### src/rtl/mole_scheduler.sv
// -----------------------------------------------------------------------------
// mole_scheduler
//
// Game sequencer for the whack-a-mole display path. It decides which hole
// shows a mole, how long the mole stays up, and when the game ends. The time
// base is video frames: one frame_tick pulse arrives per frame.
//
// Ports:
//   clk          system clock
//   reset        synchronous, active-low reset
//   frame_tick   one-cycle pulse per video frame
//   start        begins a game from IDLE or OVER (ignored while playing)
//   hit_valid    one-cycle pulse: the player struck a hole
//   hit_hole     index of the struck hole, qualified by hit_valid
//   mole_active  a mole is currently visible
//   mole_hole    index of the visible mole (held while no mole is shown)
//   score        correct hits this game, saturating
//   lives        remaining lives
//   hit_ok       one-cycle pulse on a correct hit
//   game_over    high while in the OVER state
//
// All outputs come straight from registers.
// -----------------------------------------------------------------------------
module mole_scheduler #(
    parameter int           NUM_HOLES  = 9,
    parameter int           UP_FRAMES  = 60,
    parameter int           GAP_FRAMES = 30,
    parameter int           LIVES      = 3,
    parameter logic [7:0]   LFSR_SEED  = 8'hA5,
    parameter int           SCORE_W    = 8
) (
    input  logic               clk,
    input  logic               reset,
    input  logic               frame_tick,
    input  logic               start,
    input  logic               hit_valid,
    input  logic [3:0]         hit_hole,
    output logic               mole_active,
    output logic [3:0]         mole_hole,
    output logic [SCORE_W-1:0] score,
    output logic [1:0]         lives,
    output logic               hit_ok,
    output logic               game_over
);

    // Frame counter must reach max(UP_FRAMES, GAP_FRAMES) - 1.
    localparam int CNT_MAX = (UP_FRAMES > GAP_FRAMES) ? UP_FRAMES : GAP_FRAMES;
    localparam int CNT_W   = $clog2(CNT_MAX + 1);

    localparam logic [CNT_W-1:0] UP_LAST    = CNT_W'(UP_FRAMES - 1);
    localparam logic [CNT_W-1:0] GAP_LAST   = CNT_W'(GAP_FRAMES - 1);
    localparam logic [4:0]       NH         = 5'(NUM_HOLES);
    localparam logic [1:0]       LIVES_INIT = 2'(LIVES);

    typedef enum logic [1:0] {
        S_IDLE = 2'd0,
        S_SHOW = 2'd1,
        S_GAP  = 2'd2,
        S_OVER = 2'd3
    } state_t;

    state_t             state_reg;
    logic [7:0]         lfsr_reg;
    logic [CNT_W-1:0]   cnt_reg;
    logic               mole_active_reg;
    logic [3:0]         mole_hole_reg;
    logic [SCORE_W-1:0] score_reg;
    logic [1:0]         lives_reg;
    logic               hit_ok_reg;
    logic               game_over_reg;

    // Fibonacci LFSR, x^8 + x^6 + x^5 + x^4 + 1, shifting left.
    logic       lfsr_fb;
    logic [7:0] lfsr_next;

    assign lfsr_fb   = lfsr_reg[7] ^ lfsr_reg[5] ^ lfsr_reg[4] ^ lfsr_reg[3];
    assign lfsr_next = {lfsr_reg[6:0], lfsr_fb};

    // Hole pick from the current (pre-advance) LFSR value. A single
    // subtraction folds 0..15 into range whenever NUM_HOLES >= 8; the extra
    // modulo only matters for smaller boards and keeps the index legal there.
    // Bumping to the next hole on a match prevents back-to-back repeats.
    logic [4:0] pick_c;
    logic [3:0] pick_hole;

    always_comb begin
        pick_c = {1'b0, lfsr_reg[3:0]};
        if (pick_c >= NH) begin
            pick_c = pick_c - NH;
        end
        if (pick_c >= NH) begin
            pick_c = pick_c % NH;
        end
        if (pick_c[3:0] == mole_hole_reg) begin
            pick_c = pick_c + 5'd1;
            if (pick_c == NH) begin
                pick_c = 5'd0;
            end
        end
        pick_hole = pick_c[3:0];
    end

    logic hit_match;
    assign hit_match = hit_valid && (hit_hole == mole_hole_reg);

    always_ff @(posedge clk) begin
        if (!reset) begin
            state_reg       <= S_IDLE;
            lfsr_reg        <= LFSR_SEED;
            cnt_reg         <= '0;
            mole_active_reg <= 1'b0;
            mole_hole_reg   <= 4'd0;
            score_reg       <= '0;
            lives_reg       <= 2'd0;
            hit_ok_reg      <= 1'b0;
            game_over_reg   <= 1'b0;
        end else begin
            hit_ok_reg <= 1'b0;

            case (state_reg)
                S_IDLE, S_OVER: begin
                    if (start) begin
                        state_reg       <= S_SHOW;
                        score_reg       <= '0;
                        lives_reg       <= LIVES_INIT;
                        mole_hole_reg   <= pick_hole;
                        cnt_reg         <= '0;
                        mole_active_reg <= 1'b1;
                        game_over_reg   <= 1'b0;
                    end
                end

                S_SHOW: begin
                    if (frame_tick) begin
                        lfsr_reg <= lfsr_next;
                    end
                    // A correct hit takes priority over a coincident timeout.
                    if (hit_match) begin
                        if (score_reg != '1) begin
                            score_reg <= score_reg + 1'b1;
                        end
                        hit_ok_reg      <= 1'b1;
                        cnt_reg         <= '0;
                        mole_active_reg <= 1'b0;
                        state_reg       <= S_GAP;
                    end else if (frame_tick) begin
                        if (cnt_reg == UP_LAST) begin
                            lives_reg       <= lives_reg - 2'd1;
                            cnt_reg         <= '0;
                            mole_active_reg <= 1'b0;
                            if (lives_reg == 2'd1) begin
                                state_reg     <= S_OVER;
                                game_over_reg <= 1'b1;
                            end else begin
                                state_reg <= S_GAP;
                            end
                        end else begin
                            cnt_reg <= cnt_reg + 1'b1;
                        end
                    end
                end

                S_GAP: begin
                    if (frame_tick) begin
                        lfsr_reg <= lfsr_next;
                        if (cnt_reg == GAP_LAST) begin
                            mole_hole_reg   <= pick_hole;
                            cnt_reg         <= '0;
                            mole_active_reg <= 1'b1;
                            state_reg       <= S_SHOW;
                        end else begin
                            cnt_reg <= cnt_reg + 1'b1;
                        end
                    end
                end

                default: begin
                    state_reg <= S_IDLE;
                end
            endcase
        end
    end

    assign mole_active = mole_active_reg;
    assign mole_hole   = mole_hole_reg;
    assign score       = score_reg;
    assign lives       = lives_reg;
    assign hit_ok      = hit_ok_reg;
    assign game_over   = game_over_reg;

endmodule
### config.mk
export PLATFORM = sky130hd
export DESIGN_NAME = mole_scheduler
export DESIGN_NICKNAME = d
export VERILOG_FILES = /design/src/rtl/mole_scheduler.sv
export SDC_FILE = /design/constraint.sdc
export NUM_CORES = 1
export LEC_CHECK = 0
export ABC_AREA = 1
export BUFFER_PORTS_ARGS = -buffer_cell sky130_fd_sc_hd__buf_4
export CAP_MARGIN = 20
export CORE_UTILIZATION = 58
export DETAILED_ROUTE_END_ITERATION = 16
export PLACE_DENSITY = 0.85
export SETUP_SLACK_MARGIN = 0.15
export SLEW_MARGIN = 20
export SYNTH_ARGS = -nofsm -noshare
export SYNTH_HDL_FRONTEND = slang
export SYNTH_SLANG_ARGS = --single-unit
### constraint.sdc
create_clock -name clk -period 3.4 [get_ports clk]
set_clock_uncertainty 0.15 [all_clocks]
set_input_delay 0.68 -clock clk [delete_from_list [all_inputs] [get_ports clk]]
set_output_delay 0.68 -clock clk [all_outputs]
set_load 0.005 [all_outputs]
==> results.md <==
- The run finished with clean final reports.
- Clock tree synthesis selected as its root buffer the cell sky130_fd_sc_hd__clkbuf_4.
- CTS saw 33 sinks.
- The final weighted congestion in routability-driven placement is 0.894.
- Yosys mapped the design onto 35 distinct sky130hd cell types.
- In this design, the stage delay of the slowest critical-path cell is between 0.4 and 0.5 ns.
- The total of flip-flops plus latches after synthesis is 33.
- Of all nets on the critical path, the largest fanout is 5.
- The number of nets in the finished design is 352.
- The final design utilization is 0.705.
- Across the VDD grid, the largest voltage drop is 0.000460 V.
- The dominant synthesized flop cell is sky130_fd_sc_hd__dfxtp_1.
- The final clock period utilization by the worst path is 0.846.
- For this configuration, the core starts out at a cell density of 0.619.
- The proportion of synthesized flip-flops having asynchronous set or reset is 0.
- For met1 alone, demand over resource in global routing was 0.295.
- The height of the die is approximately 62 um.
- The count of boundary I/O pins is 26.
- In this run the register-to-register setup slack is 0.52 ns.
- The H-tree generated during clock tree synthesis spans 2 levels.
- The number of DRC violations after detailed-routing iteration 0 is 142.
- The clock period minus final worst setup slack is 2.88 ns.
- The complex-gate fraction of the synthesized area came to 0.119.
- The total detailed-routing wirelength is 4380 um.
- For met2 alone, demand over resource in global routing was 0.440.
- The highest clock frequency the design can meet is 348 MHz.
- Hold timing on the final database bottoms out at a slack of around 0.33 ns.
- The slew at the pin with the worst max-slew slack is 0.688 ns.
- Setup repair after global routing left no endpoint under its margin.
- The number of flops mapped to enable cells by yosys is 0.
- Buffers placed on the I/O ports in this run total 25.
- After legalization and detailed placement, the total HPWL measured 3390 um.
- The final routed wire length divided by cell count is 11.6 um.
- The die boundary width is 62.1 um.
- Entering global routing, the biggest net connects 14 pins.
- The via count is around 2000.
- The cell leakage power is 0.00108 uW.
- Compared with the post-synthesis result, the final layout area differs by 13.9%.
- The most used routing layer in global routing is met2.
- At the later pin of the worst-skew pair, clock insertion delay measures 0.33 ns.
- The setup path with the least slack is of type reg2reg.
- The areal power density over the cells is 815 mW/mm2.
- Setup violations remaining at the end of the flow were counted as 0.
- The dominant combinational cell family by area after synthesis is simple AND/OR/NAND/NOR gates.
- The fraction of the yosys area taken by sequential cells is 0.315.
- The signal on the critical path passes through inv_2 -> ha_1 -> inv_1 -> nand3_1 -> nand2_1 -> inv_1 -> ha_1 -> inv_1 -> nand4_1 -> nand4_1 -> nand2_1 -> nand2_1 -> nand2_1 -> nand2_2 -> nand2_2 -> nand2_2 -> nand2_2 -> nor2_4 -> nand2_1 -> nand2_1 -> nand2_1 -> a21oi_1.
- Internal power comes to 1010 uW.
- Clock-pin slew was measured on the worst setup and hold paths at 0.09 ns.
- TritonCTS built the clock tree.
- STA classifies the critical path startpoint as a flop.
- The number of detailed-route iterations in the first pass is 4.
- The count of inserted antenna diode cells is 0.
- Synthesis produced a netlist with a net count of 323.
- The share of cells above drive strength 1 is 0.175.
- The total CTS buffers is 5.
- The worst-case reg-to-reg path depth is 22.
- The worst pin sits at a relative slew slack of 0.537.
- The type of element capturing the critical path is a flop.
- In the global route stage, overall resource usage came out at 0.249.
- The cell that appears most often on the critical path is sky130_fd_sc_hd__nand2_1.
- The reg-to-reg endpoint is mole_hole[3].
- After detailed routing, the number of vias per cell comes to 5.27.
- The wire length of the first global-routing pass is 7820 um.
- The longest clock path from root to sink contains 2 buffers.
- The floorplan has 21 rows.
- The timing endpoint of the critical path is mole_hole[3].
- Once the clock tree was built, the setup fixing pass inserted 0 buffers.
- The cell type of the slowest stage on the worst timing path is sky130_fd_sc_hd__dfxtp_1.
- The analysis attributes to net switching a power of 936 uW.
- The tightest min-delay check is of the reg2reg type.
- Of the total power, the share spent switching nets is 0.481.
- The sequential share of power is 0.302.
- The share of total power in combinational logic is 0.583.
- The floorplan step defined a die boundary enclosing 0.00386 mm2.
- The number of antenna violations at the first check in global routing was 0.
- The multiplexer fraction of the synthesized cell area is 0.
- The post-synthesis share of cell area spent on full adders, half adders and majority gates is 0.0656.
- After routing, the total negative slack on setup checks comes to 0 ns.
- OpenSTA, run right after detailed placement, puts the worst setup slack at slightly above 0.5 ns.
- The count of maximum capacitance violations is 0.
- During synthesis, Yosys emitted a total of 0 warnings.
- The part of the total power dissipated in the clock network is 0.114.
- The sum of overflow across all layers after global routing is 0.
- For this run, global-route usage on met3 was measured as 0.0441.
- After synthesis the cells add up to 0.00210 mm2.
- The most common cell after layout, fill and taps aside is sky130_fd_sc_hd__nand2_1.
- Synthesis produced a netlist whose cell count is 303.
- In this run the worst setup path begins at lfsr_reg[0].
- The top cell types in the final layout, fill and taps aside, are sky130_fd_sc_hd__nand2_1, sky130_fd_sc_hd__inv_1, sky130_fd_sc_hd__dfxtp_1.
- The post-synthesis simple-gate area fraction is 0.354.
- After detailed routing, the number of remaining DRC violations is 0.
- The core footprint is roughly 0.0034 mm2.
- Once detail routing completed, the nets flagged for antenna violations numbered 0.
- Of the total synthesized cell area, the portion taken by XOR and XNOR cells is 0.0459.
- The via count of the first global-routing pass is 1902.
- The data required time of the critical path is 3.51 ns.
- The final-report hold violation count is 0.
- The final setup slack of the worst path is 0.524 ns.
- The number of pins exceeding their max-slew limit in the final report was 0.
- The startpoint identified for the worst register-to-register timing path is lfsr_reg[0].
- The critical path data arrival time is between 2 and 3 ns.
- The post-synthesis area per instance is 6.92 um2.
[metrics by stage]
step,power [uW],cell area (um2),instances
after floorplan,1440,2100,303
after global placement,1680,2330,371
after detailed placement,1720,2330,371
after CTS,1940,2380,378
after global routing,2140,2390,378
final,1950,2390,378
[metal layers]
metal | part of all wire | vias to the layer above
met5 | 0 | -
met4 | 0.023 | 0
met3 | 0.026 | 12
met2 | 0.49 | 31
met1 | 0.46 | 915
li1 | - | 1034
[layout make-up]
cell class,instances,area (um2)
inverters,50,188
repair buffers,26,195
fillers,270,1000
multi-input cells,216,1230
clock buffers,7,55.1
flip-flops and latches,33,661
well taps,46,57.6
[synthesized netlist by cell type, drive strengths merged, types with 2 or more instances]
master	number	area share
o211ai	2	0.0072
nand4	6	0.025
nor4	3	0.0089
nor3	5	0.012
dfxtp	33	0.31
buf	2	0.0077
xor2	8	0.033
a21oi	20	0.049
or2	5	0.015
nand2	74	0.14
ha	11	0.066
clkbuf	2	0.0036
xnor2	3	0.013
o21ai	14	0.033
nand3	24	0.074
a211oi	5	0.018
nor3b	4	0.014
inv	49	0.088
nor2	28	0.061
[worst max-delay path, delay by kind of cell, from the launching register on]
| kind | cells | cell delay [ns] |
|---|---|---|
| buffers and inverters | 4 | 0.30 |
| AOI/OAI and AO/OA | 1 | 0.11 |
| adders and majority gates | 2 | 0.59 |
| DFF | 1 | 0.41 |
| and+or+nand+nor | 15 | 1.25 |
[cells by family after synthesis]
logic type	Yosys count
fa+ha+maj	11
xor+xnor	11
flops	33
buf+inv	54
compound gates	44
simple gates	150
[worst min path at each step]
stage,startpoint,to,slack (ns),cells after the start
after floorplan,lfsr_reg[6],lfsr_reg[7],0.28,2
after global placement,game_over,game_over,0.31,2
after detailed placement,mole_active,mole_active,0.32,2
after CTS,game_over,game_over,0.33,2
after global routing,mole_active,mole_active,0.34,2
final,game_over,game_over,0.33,2
[what timing repair did]
item	4_1_cts	5_1_grt
gates resized for setup	0	3
setup endpoints to repair	0	4
hold buffers	0	0
hold endpoints to repair	0	0
[power groups by stage]
stage	logic [uW]	registers [uW]	clock network, uW
detailed placement	1130	593	0
global placement	1090	591	0
finish	1140	588	223
global route	1300	602	240
CTS	1130	585	229
floorplan	866	578	0
No activity file was read; power rests on OpenSTA's default activity.
